File: config.mk
export PLATFORM = sky130hd
export DESIGN_NAME = ps2_kbd_ctrl
export DESIGN_NICKNAME = d
export VERILOG_FILES = /design/src/rtl/ps2_pkg.sv /design/src/rtl/ps2_ascii_lut.sv /design/src/rtl/ps2_kbd_ctrl.sv
export SDC_FILE = /design/constraint.sdc
export NUM_CORES = 1
export LEC_CHECK = 0
export CAP_MARGIN = 10
export CORE_MARGIN = 1
export CORE_UTILIZATION = 45
export CTS_BUF_LIST = sky130_fd_sc_hd__clkbuf_2 sky130_fd_sc_hd__clkbuf_4 sky130_fd_sc_hd__clkbuf_8
export CTS_CLUSTER_DIAMETER = 120
export CTS_CLUSTER_SIZE = 10
export DETAILED_ROUTE_END_ITERATION = 12
export GPL_ROUTABILITY_DRIVEN = 0
export PLACE_DENSITY = 0.7
export REMOVE_ABC_BUFFERS = 1
export SLEW_MARGIN = 20
export SYNTH_ARGS = -nofsm -noshare
export SYNTH_HDL_FRONTEND = slang
export SYNTH_SLANG_ARGS = --single-unit
File: constraint.sdc
create_clock -name clk -period 3.2 [get_ports clk]
set_clock_uncertainty 0.05 [all_clocks]
set_input_delay 0.64 -clock clk [delete_from_list [all_inputs] [get_ports clk]]
set_output_delay 0.64 -clock clk [all_outputs]
set_load 0.05 [all_outputs]
File: src/rtl/ps2_pkg.sv
// Shared scan-code constants, FSM encoding and the key event record
// for the PS/2 keyboard controller.
package ps2_pkg;

  // Scan-code set 2 prefixes and special bytes
  localparam logic [7:0] SC_E0     = 8'hE0;
  localparam logic [7:0] SC_E1     = 8'hE1;
  localparam logic [7:0] SC_F0     = 8'hF0;
  localparam logic [7:0] SC_BAT    = 8'hAA;
  localparam logic [7:0] SC_ERR0   = 8'h00;
  localparam logic [7:0] SC_ERR1   = 8'hFF;

  // Modifier and lock keys
  localparam logic [7:0] SC_LSHIFT = 8'h12;
  localparam logic [7:0] SC_RSHIFT = 8'h59;
  localparam logic [7:0] SC_CTRL   = 8'h14;
  localparam logic [7:0] SC_ALT    = 8'h11;
  localparam logic [7:0] SC_CAPS   = 8'h58;

  // Sequencer states
  localparam logic [1:0] ST_FETCH  = 2'd0;
  localparam logic [1:0] ST_DECODE = 2'd1;
  localparam logic [1:0] ST_EMIT   = 2'd2;

  // One folded key event as presented to the consumer
  typedef struct packed {
    logic [7:0] code;
    logic       ext;
    logic       brk;
    logic [7:0] ascii;
  } kbd_evt_t;

endpackage

File: src/rtl/ps2_ascii_lut.sv
// Scan-code set 2 to ASCII translation for make codes. Letters follow
// shift XOR caps; digits and punctuation follow shift only.
module ps2_ascii_lut
  import ps2_pkg::*;
(
  input  logic [7:0] code,
  input  logic       shift,
  input  logic       caps,
  output logic [7:0] ascii
);

  logic [7:0] lower;
  logic       is_letter;
  logic [7:0] plain;
  logic [7:0] shifted;

  // Table lookup: letters yield their lowercase glyph, everything else a plain/shifted pair
  always_comb begin
    lower     = 8'h00;
    is_letter = 1'b0;
    plain     = 8'h00;
    shifted   = 8'h00;
    is_letter = 1'b1;
    case (code)
      8'h1C: lower = 8'h61;  8'h32: lower = 8'h62;  8'h21: lower = 8'h63;
      8'h23: lower = 8'h64;  8'h24: lower = 8'h65;  8'h2B: lower = 8'h66;
      8'h34: lower = 8'h67;  8'h33: lower = 8'h68;  8'h43: lower = 8'h69;
      8'h3B: lower = 8'h6A;  8'h42: lower = 8'h6B;  8'h4B: lower = 8'h6C;
      8'h3A: lower = 8'h6D;  8'h31: lower = 8'h6E;  8'h44: lower = 8'h6F;
      8'h4D: lower = 8'h70;  8'h15: lower = 8'h71;  8'h2D: lower = 8'h72;
      8'h1B: lower = 8'h73;  8'h2C: lower = 8'h74;  8'h3C: lower = 8'h75;
      8'h2A: lower = 8'h76;  8'h1D: lower = 8'h77;  8'h22: lower = 8'h78;
      8'h35: lower = 8'h79;  8'h1A: lower = 8'h7A;
      default: is_letter = 1'b0;
    endcase
    case (code)
      8'h16: begin plain = 8'h31; shifted = 8'h21; end
      8'h1E: begin plain = 8'h32; shifted = 8'h40; end
      8'h26: begin plain = 8'h33; shifted = 8'h23; end
      8'h25: begin plain = 8'h34; shifted = 8'h24; end
      8'h2E: begin plain = 8'h35; shifted = 8'h25; end
      8'h36: begin plain = 8'h36; shifted = 8'h5E; end
      8'h3D: begin plain = 8'h37; shifted = 8'h26; end
      8'h3E: begin plain = 8'h38; shifted = 8'h2A; end
      8'h46: begin plain = 8'h39; shifted = 8'h28; end
      8'h45: begin plain = 8'h30; shifted = 8'h29; end
      8'h0E: begin plain = 8'h60; shifted = 8'h7E; end
      8'h4E: begin plain = 8'h2D; shifted = 8'h5F; end
      8'h55: begin plain = 8'h3D; shifted = 8'h2B; end
      8'h54: begin plain = 8'h5B; shifted = 8'h7B; end
      8'h5B: begin plain = 8'h5D; shifted = 8'h7D; end
      8'h5D: begin plain = 8'h5C; shifted = 8'h7C; end
      8'h4C: begin plain = 8'h3B; shifted = 8'h3A; end
      8'h52: begin plain = 8'h27; shifted = 8'h22; end
      8'h41: begin plain = 8'h2C; shifted = 8'h3C; end
      8'h49: begin plain = 8'h2E; shifted = 8'h3E; end
      8'h4A: begin plain = 8'h2F; shifted = 8'h3F; end
      8'h29: begin plain = 8'h20; shifted = 8'h20; end
      8'h5A: begin plain = 8'h0D; shifted = 8'h0D; end
      8'h66: begin plain = 8'h08; shifted = 8'h08; end
      8'h0D: begin plain = 8'h09; shifted = 8'h09; end
      default: begin plain = 8'h00; shifted = 8'h00; end
    endcase
  end

  // Final case selection
  always_comb begin
    if (is_letter) begin
      ascii = (shift ^ caps) ? (lower - 8'h20) : lower;
    end else begin
      ascii = shift ? shifted : plain;
    end
  end

endmodule

File: src/rtl/ps2_kbd_ctrl.sv
// Pops bytes from the PS/2 receiver FIFO, folds E0/F0/E1 prefixes into
// single key events, tracks modifiers and Caps Lock, and offers each event
// with its ASCII translation to the consumer.
//
// Handshakes:
//   receiver side: kbd_nextdata_n is low for exactly the FETCH cycle in which
//     kbd_ready=1; the byte on kbd_data is taken at that clock edge. The FSM
//     always spends DECODE after a pop, so pops are never back-to-back.
//   consumer side: evt_valid rises with all evt_* fields and holds them stable;
//     the event is transferred on a clock edge where evt_valid && evt_ready.
//     evt_ready is ignored while evt_valid is low.
module ps2_kbd_ctrl
  import ps2_pkg::*;
#(
  parameter int E1_SKIP  = 7,
  parameter bit ASCII_EN = 1'b1
) (
  input  logic       clk,
  input  logic       rst,
  input  logic [7:0] kbd_data,
  input  logic       kbd_ready,
  input  logic       kbd_overflow,
  output logic       kbd_nextdata_n,
  output logic       evt_valid,
  input  logic       evt_ready,
  output logic [7:0] evt_code,
  output logic       evt_ext,
  output logic       evt_break,
  output logic [7:0] evt_ascii,
  output logic       shift,
  output logic       ctrl,
  output logic       alt,
  output logic       caps_lock,
  output logic       err,
  output logic       ovf_seen
);

  logic [1:0] state;
  logic [7:0] byte_q;
  logic       ext_flag;
  logic       brk_flag;
  logic [7:0] skip_cnt;
  logic       lshift_q;
  logic       rshift_q;
  logic       caps_held;
  logic [7:0] lut_ascii;
  kbd_evt_t   evt_q;

  assign shift          = lshift_q | rshift_q;
  assign kbd_nextdata_n = !((state == ST_FETCH) && kbd_ready && !rst);

  assign evt_code  = evt_q.code;
  assign evt_ext   = evt_q.ext;
  assign evt_break = evt_q.brk;
  assign evt_ascii = evt_q.ascii;

  // Translation sees modifier state from before the byte being decoded
  generate
    if (ASCII_EN) begin : g_lut
      ps2_ascii_lut u_lut (
        .code  (byte_q),
        .shift (shift),
        .caps  (caps_lock),
        .ascii (lut_ascii)
      );
    end else begin : g_no_lut
      assign lut_ascii = 8'h00;
    end
  endgenerate

  // Sequencer: fetch one byte, decode it, and hold an event until accepted
  always_ff @(posedge clk) begin
    if (rst) begin
      state     <= ST_FETCH;
      byte_q    <= 8'h00;
      ext_flag  <= 1'b0;
      brk_flag  <= 1'b0;
      skip_cnt  <= 8'h00;
      lshift_q  <= 1'b0;
      rshift_q  <= 1'b0;
      ctrl      <= 1'b0;
      alt       <= 1'b0;
      caps_lock <= 1'b0;
      caps_held <= 1'b0;
      evt_q     <= '0;
      evt_valid <= 1'b0;
      err       <= 1'b0;
      ovf_seen  <= 1'b0;
    end else begin
      err <= 1'b0;
      if (kbd_overflow) begin
        ovf_seen <= 1'b1;
      end
      case (state)
        ST_FETCH: begin
          if (kbd_ready) begin
            byte_q <= kbd_data;
            state  <= ST_DECODE;
          end
        end
        ST_DECODE: begin
          state <= ST_FETCH;
          if (skip_cnt != 8'h00) begin
            // Remainder of the Pause sequence carries no key information
            skip_cnt <= skip_cnt - 8'h01;
          end else if (byte_q == SC_E1) begin
            skip_cnt  <= 8'(E1_SKIP);
            evt_q     <= '{code: SC_E1, ext: 1'b0, brk: 1'b0, ascii: 8'h00};
            ext_flag  <= 1'b0;
            brk_flag  <= 1'b0;
            evt_valid <= 1'b1;
            state     <= ST_EMIT;
          end else if (byte_q == SC_E0) begin
            ext_flag <= 1'b1;
          end else if (byte_q == SC_F0) begin
            brk_flag <= 1'b1;
          end else if ((byte_q == SC_ERR0) || (byte_q == SC_ERR1)) begin
            err      <= 1'b1;
            ext_flag <= 1'b0;
            brk_flag <= 1'b0;
          end else if ((byte_q == SC_BAT) && !ext_flag && !brk_flag) begin
            // Self-test completion from the keyboard, not a key
          end else begin
            evt_q.code  <= byte_q;
            evt_q.ext   <= ext_flag;
            evt_q.brk   <= brk_flag;
            evt_q.ascii <= (ext_flag || brk_flag) ? 8'h00 : lut_ascii;
            ext_flag    <= 1'b0;
            brk_flag    <= 1'b0;
            evt_valid   <= 1'b1;
            state       <= ST_EMIT;
            case (byte_q)
              SC_LSHIFT: lshift_q <= !brk_flag;
              SC_RSHIFT: rshift_q <= !brk_flag;
              SC_CTRL:   ctrl     <= !brk_flag;
              SC_ALT:    alt      <= !brk_flag;
              SC_CAPS: begin
                if (brk_flag) begin
                  caps_held <= 1'b0;
                end else begin
                  // Typematic repeats arrive with caps_held set and must not toggle
                  if (!caps_held) begin
                    caps_lock <= !caps_lock;
                  end
                  caps_held <= 1'b1;
                end
              end
              default: ;
            endcase
          end
        end
        ST_EMIT: begin
          if (evt_ready) begin
            evt_valid <= 1'b0;
            state     <= ST_FETCH;
          end
        end
        default: state <= ST_FETCH;
      endcase
    end
  end

endmodule

Word level (Yosys, flattened, before mapping)
Index checks and enable logic that the tools add are counted.
- add/sub/neg operators: 2
- equality and inequality tests: 77
- multiplexer cells: 42
- bitwise logic cells: 11
- reduce and logical (&&, ||, !) cells: 31
- operators with widths (operator ; number):
    one-hot mux 7 bit (25 select lines) ; 2
    == test 8 x 6 -> 1 bit, second input constant ; 23
    one-hot mux 7 bit (26 select lines) ; 1
    == test 8 x 7 -> 1 bit, second input constant ; 21
    two-way mux 18 bit ; 5
    == test 8 x 5 -> 1 bit, second input constant ; 10
    == test 8 bit, second input constant ; 5
    two-way mux 8 bit ; 5
    AND reduction 8 bit ; 5
    OR reduction 26 bit ; 1
    two-way mux 1 bit ; 18
    == test 8 x 4 -> 1 bit, second input constant ; 2
    two-way mux 2 bit ; 8
    inequality test 3 bit, second input constant ; 5
    inequality test 2 bit, second input constant ; 7
    AND reduction 10 bit ; 1
    inverter 1 bit ; 9
    zero test 8 bit ; 1
    inequality test 4 bit, second input constant ; 2
    AND reduction 4 bit ; 2
    nonzero test 8 bit ; 1
    subtractor 7 x 6 -> 8 bit, second input constant ; 1
    subtractor 8 x 1 -> 8 bit, second input constant ; 1
    two-way mux 7 bit ; 1
    other kinds (15) ; 26
- bits in registers: 47
- input bits: 13
- output and inout bits: 26
- word-level logic and storage cells: 181

Longest topological paths before layout
- depth after elaboration: 11
- gate-level depth with buffers: 10
- gate-level depth less buffers: 7

By module
From an unflattened synthesis, not the netlist that was laid out.
- cell total of the unflattened synthesis: 438
- area, all modules: 3517.1 um2
- modules (own cells, without submodules) (module ; times used ; cells an instance ; area an instance (um2) ; seq. area each (um2)):
    ps2_kbd_ctrl ; 1 ; 237 ; 2094.5 ; 940.9
    ps2_ascii_lut ; 1 ; 201 ; 1422.6 ; 0.0

Worst setup path before layout
OpenSTA, ideal clock, no wires.
- path type: reg-to-reg
- from: register byte_q[5]
- to: register evt_q, in the netlist evt_ascii[5]
- library setup time: 0.117 ns
- arrival time: 2.187 ns
- required time: 3.033 ns
- path slack: 0.846 ns
- cell stages (with the launch flop): 10
- buffers on the path: 2
- period minus slack after synthesis: 2.354 ns
- cells stage by stage: dfxtp_1 -> buf_4 -> or4b_1 -> clkbuf_1 -> o31ai_1 -> a211oi_1 -> and4b_1 -> ha_1 -> nand2b_1 -> a32o_1
- longest elaborated chain between the ends: 11
- elaborated cells on any way between the ends: 80
- those cells by class: add/sub: 1; eq/ne: 60; mux: 13; reduce/logical: 6
- RTL lines (item ; RTL line ; RTL):
    from (decl) ; ps2_kbd_ctrl.sv:39 ; logic [7:0] byte_q;
    from (signal assigned) ; ps2_kbd_ctrl.sv:97 ; byte_q <= kbd_data;
    == test 8 x 5 -> 1 bit, or another cell as far along ; ps2_ascii_lut.sv:24 ; case (code)
    one-hot mux 7 bit (26 select lines) ; ps2_ascii_lut.sv:24 ;
    subtractor 7 x 6 -> 8 bit ; ps2_ascii_lut.sv:69 ; ascii = (shift ^ caps) ? (lower - 8'h20) : lower;
    two-way mux 8 bit ; ps2_ascii_lut.sv:69 ;
    two-way mux 8 bit ; ps2_ascii_lut.sv:68 ; if (is_letter) begin
    two-way mux 8 bit ; ps2_kbd_ctrl.sv:127 ; evt_q.ascii <= (ext_flag || brk_flag) ? 8'h00 : lut_ascii;
    two-way mux 18 bit ; ps2_kbd_ctrl.sv:121 ; end else if ((byte_q == SC_BAT) && !ext_flag && !brk_flag) begin
    two-way mux 18 bit ; ps2_kbd_ctrl.sv:117 ; end else if ((byte_q == SC_ERR0) || (byte_q == SC_ERR1)) begin
    two-way mux 18 bit ; ps2_kbd_ctrl.sv:115 ; end else if (byte_q == SC_F0) begin
    two-way mux 18 bit ; ps2_kbd_ctrl.sv:113 ; end else if (byte_q == SC_E0) begin
    two-way mux 18 bit ; ps2_kbd_ctrl.sv:106 ; end else if (byte_q == SC_E1) begin
    to (signal assigned) ; ps2_kbd_ctrl.sv:108 ; evt_q <= '{code: SC_E1, ext: 1'b0, brk: 1'b0, ascii: 8'h00};
    to (decl) ; ps2_kbd_ctrl.sv:47 ; kbd_evt_t evt_q;
Parallel ways exist; a longest one is shown, timed or not. The select of a mux whose other input is x is not followed.
A chain may end at the register's enable or synchronous reset.

Final worst setup path
- from: register byte_q[1]
- to: register evt_q, in the netlist evt_ascii[3]
Same word-level chain as after synthesis.

==> impl_metrics.env <==
export IMPL_outcome="completed"
export IMPL_rows=31
export IMPL_die_x_um=88.3
export IMPL_core_area_um2=7210
export IMPL_dieArea_um2=7800
export IMPL_first_pass_iters=6
export IMPL_slowest_stage="dfxtp_1"
export IMPL_drcViolationCount=0
export IMPL_initialDrtViolationCount=587
export IMPL_final_nets=466
export IMPL_crit_path_max_fanout=19
export IMPL_synthCells=422
export IMPL_yosysMostFrequentCell="nor2_1"
export IMPL_path_cells="buf_4 > nor3b_1 > nand3_1 > a2111oi_0 > a311oi_1 > a31oi_1 > a211o_1"
export IMPL_rsz0062_at_grt="no"
export IMPL_rrSetupSlack_ns=0.41
export IMPL_fin_setup_tns_ns=0
export IMPL_cp_required_ns=3.40
export IMPL_globalRouteTotalUtil_pct=25.4
export IMPL_grt_max_degree=24
export IMPL_gr_total_overflow=0
export IMPL_cts_sinks=47
export IMPL_viasPerCell=6.30
export IMPL_setup_violations=0
export IMPL_whs_ns=0.417
export IMPL_io_pins=39
export IMPL_post_route_min_period_ns=2.79
export IMPL_ant_nets=0
export IMPL_cts_resized=0
export IMPL_clk_pin_slew_ns=0.09
export IMPL_grt_pass1_vias=3097
export IMPL_timing_final_crit_share_pct=87.1
export IMPL_vias=3456
export IMPL_cts_path_max_buffers=2
export IMPL_cts_root_buffer="clkbuf_8"
export IMPL_hold_class="register to register"
export IMPL_ys_ff_latch=47
export IMPL_dp_hpwl_um=6930
export IMPL_reg2regPathDepth=7
export IMPL_grt_pass1_wl_um=15400
export IMPL_synth_warning_count=0
export IMPL_clk_latency_ns=0.30
export IMPL_r2r_end="evt_ascii[3]"
export IMPL_yosys_cell_types_count=72
export IMPL_drv_cap=0
export IMPL_drive_gt1_share_pct=9.33
export IMPL_tightest_slew_ns=0.762
export IMPL_cts_buffers=5
export IMPL_crit_path_end_kind="register"
export IMPL_synth_edf_count=0
export IMPL_synth_area_top_cells="dfxtp_1 28%, nor2_1 6.5%, mux2i_1 5.4%"
export IMPL_wl_um=9680
export IMPL_p_leak_uw=0.00136
export IMPL_netlist_area_um2=3350
export IMPL_max_stage_delay_ns=0.69
export IMPL_antenna_found_initial=0
export IMPL_path_class="register to register"
export IMPL_cts_hold_buf=0
export IMPL_slew_headroom_pct=49.1
export IMPL_diodes=0
export IMPL_cts_setup_buffers=0
export IMPL_hp_start="evt_ascii[0]"
export IMPL_synth_top_cell_area_share_pct=28.1
export IMPL_arrival_ns=2.99
export IMPL_async_flop_share_pct=0
export IMPL_stdcell_area_um2=3960
export IMPL_cts_tree="built"
export IMPL_max_freq_mhz=359
export IMPL_start_util_pct=46.4
export IMPL_finalMaxSlewViolations=0
export IMPL_syn_to_final_growth_pct=18.1
export IMPL_hold_violations=0
export IMPL_synth_largest_area_cell="dfxtp_1"
export IMPL_ys_seq_area_share_pct=28.1
export IMPL_irDropWorstVdd_mv=0.353
export IMPL_syn_avg_cell_area_um2=7.94
export IMPL_holdPathEnd="evt_ascii[0]"
export IMPL_htree_levels=2
export IMPL_startpoint_type="register"
export IMPL_die_height_um=88.3
export IMPL_power_per_cell_area_nw_per_um2=520
export IMPL_placed_cell_area_um2=3870
export IMPL_r2r_start="byte_q[1]"
export IMPL_avgRoutedWirePerCell_um=17.6
export IMPL_hold_path_depth=2
export IMPL_port_buffers=38
export IMPL_synth_common_cells="58 x nor2_1, 47 x dfxtp_1, 25 x a21oi_1"
export IMPL_synthFlopType="dfxtp_1"
## metal layers
metal  wire length, um  vias up  global-route usage, %
li1                  -     1636                      -
met1              4370     1607                   35.1
met2              4180      189                   38.4
met3               851       24                   6.16
met4               270        0                   9.38
met5                 0        -                      0
## metrics by stage
step | cells | setup WS (ns) | utilization, % | power (uW)
2_1_floorplan | 382 | 0.0883 | - | 1410
3_3_place_gp | 542 | 0.555 | 53.6 | 1660
3_5_place_dp | 542 | 0.519 | 53.6 | 1670
4_1_cts | 549 | 0.503 | 54.9 | 2050
5_1_grt | 549 | 0.211 | 54.9 | 2170
6_report | 549 | 0.411 | 54.9 | 2060
## sequential cells by signal, summed over array words and instances (netlist names)
register and count:
byte_q 8, evt_ascii 8, evt_code 8, skip_cnt 8
state 2, alt 1, brk_flag 1, caps_held 1
caps_lock 1, ctrl 1, err 1, evt_break 1
evt_ext 1, evt_valid 1, ext_flag 1, lshift_q 1
ovf_seen 1, rshift_q 1
## layout by cell type (no fill, tap or decap), drive strengths merged, types with 7 or more instances in the layout
cell	count
nor3	17
nand2	17
a21oi	25
nor4	7
nand2b	11
xor2	8
mux2i	18
nor4b	8
nor2	58
inv	14
clkdlybuf4s50	37
nor3b	8
buf	24
o21ai	16
or4b	7
dfxtp	47
nand3	11
## logic make-up after synthesis
logic type,synth area share (%)
DFF,28.1
adders and majority gates,1.12
and+or+nand+nor,33.6
buffers and inverters,6.68
muxes,5.38
xor gates and xnor gates,2.35
AOI/OAI and AO/OA,22.7
## critical path, delay by kind of cell (launching register included)
family / cells / cell delay (ns)
AO/OA/AOI/OAI: 4 / 1.09
flip-flops: 1 / 0.69
AND/OR/NAND/NOR: 2 / 0.56
buffers and inverters: 1 / 0.34
## where the power goes
part / leakage, uW / switching, uW / total, uW / internal [uW]
Combinational: 0.000927 / 563 / 915 / 352
Clock: 0.0000477 / 201 / 375 / 174
Sequential: 0.000381 / 104 / 768 / 664
Total: 0.00136 / 867 / 2060 / 1190
## area by class of cell
class | instances | area, um^2
tap | 99 | 124
fill | 682 | 3260
timing repair buffer | 61 | 563
sequential | 47 | 941
inverter | 13 | 48.8
multi-input combinational | 322 | 2190
clock inverter | 1 | 8.76
clock buffer | 6 | 82.6
## how the worst max path moves through the flow
stage               from      endpoint
6_report       byte_q[1]  evt_ascii[3]
5_1_grt        byte_q[1]  evt_ascii[3]
4_1_cts        byte_q[6]  evt_ascii[5]
3_5_place_dp   byte_q[2]  evt_ascii[5]
3_3_place_gp   byte_q[1]  evt_ascii[3]
2_1_floorplan  byte_q[4]     caps_lock
(Power assumes the default switching activity.)
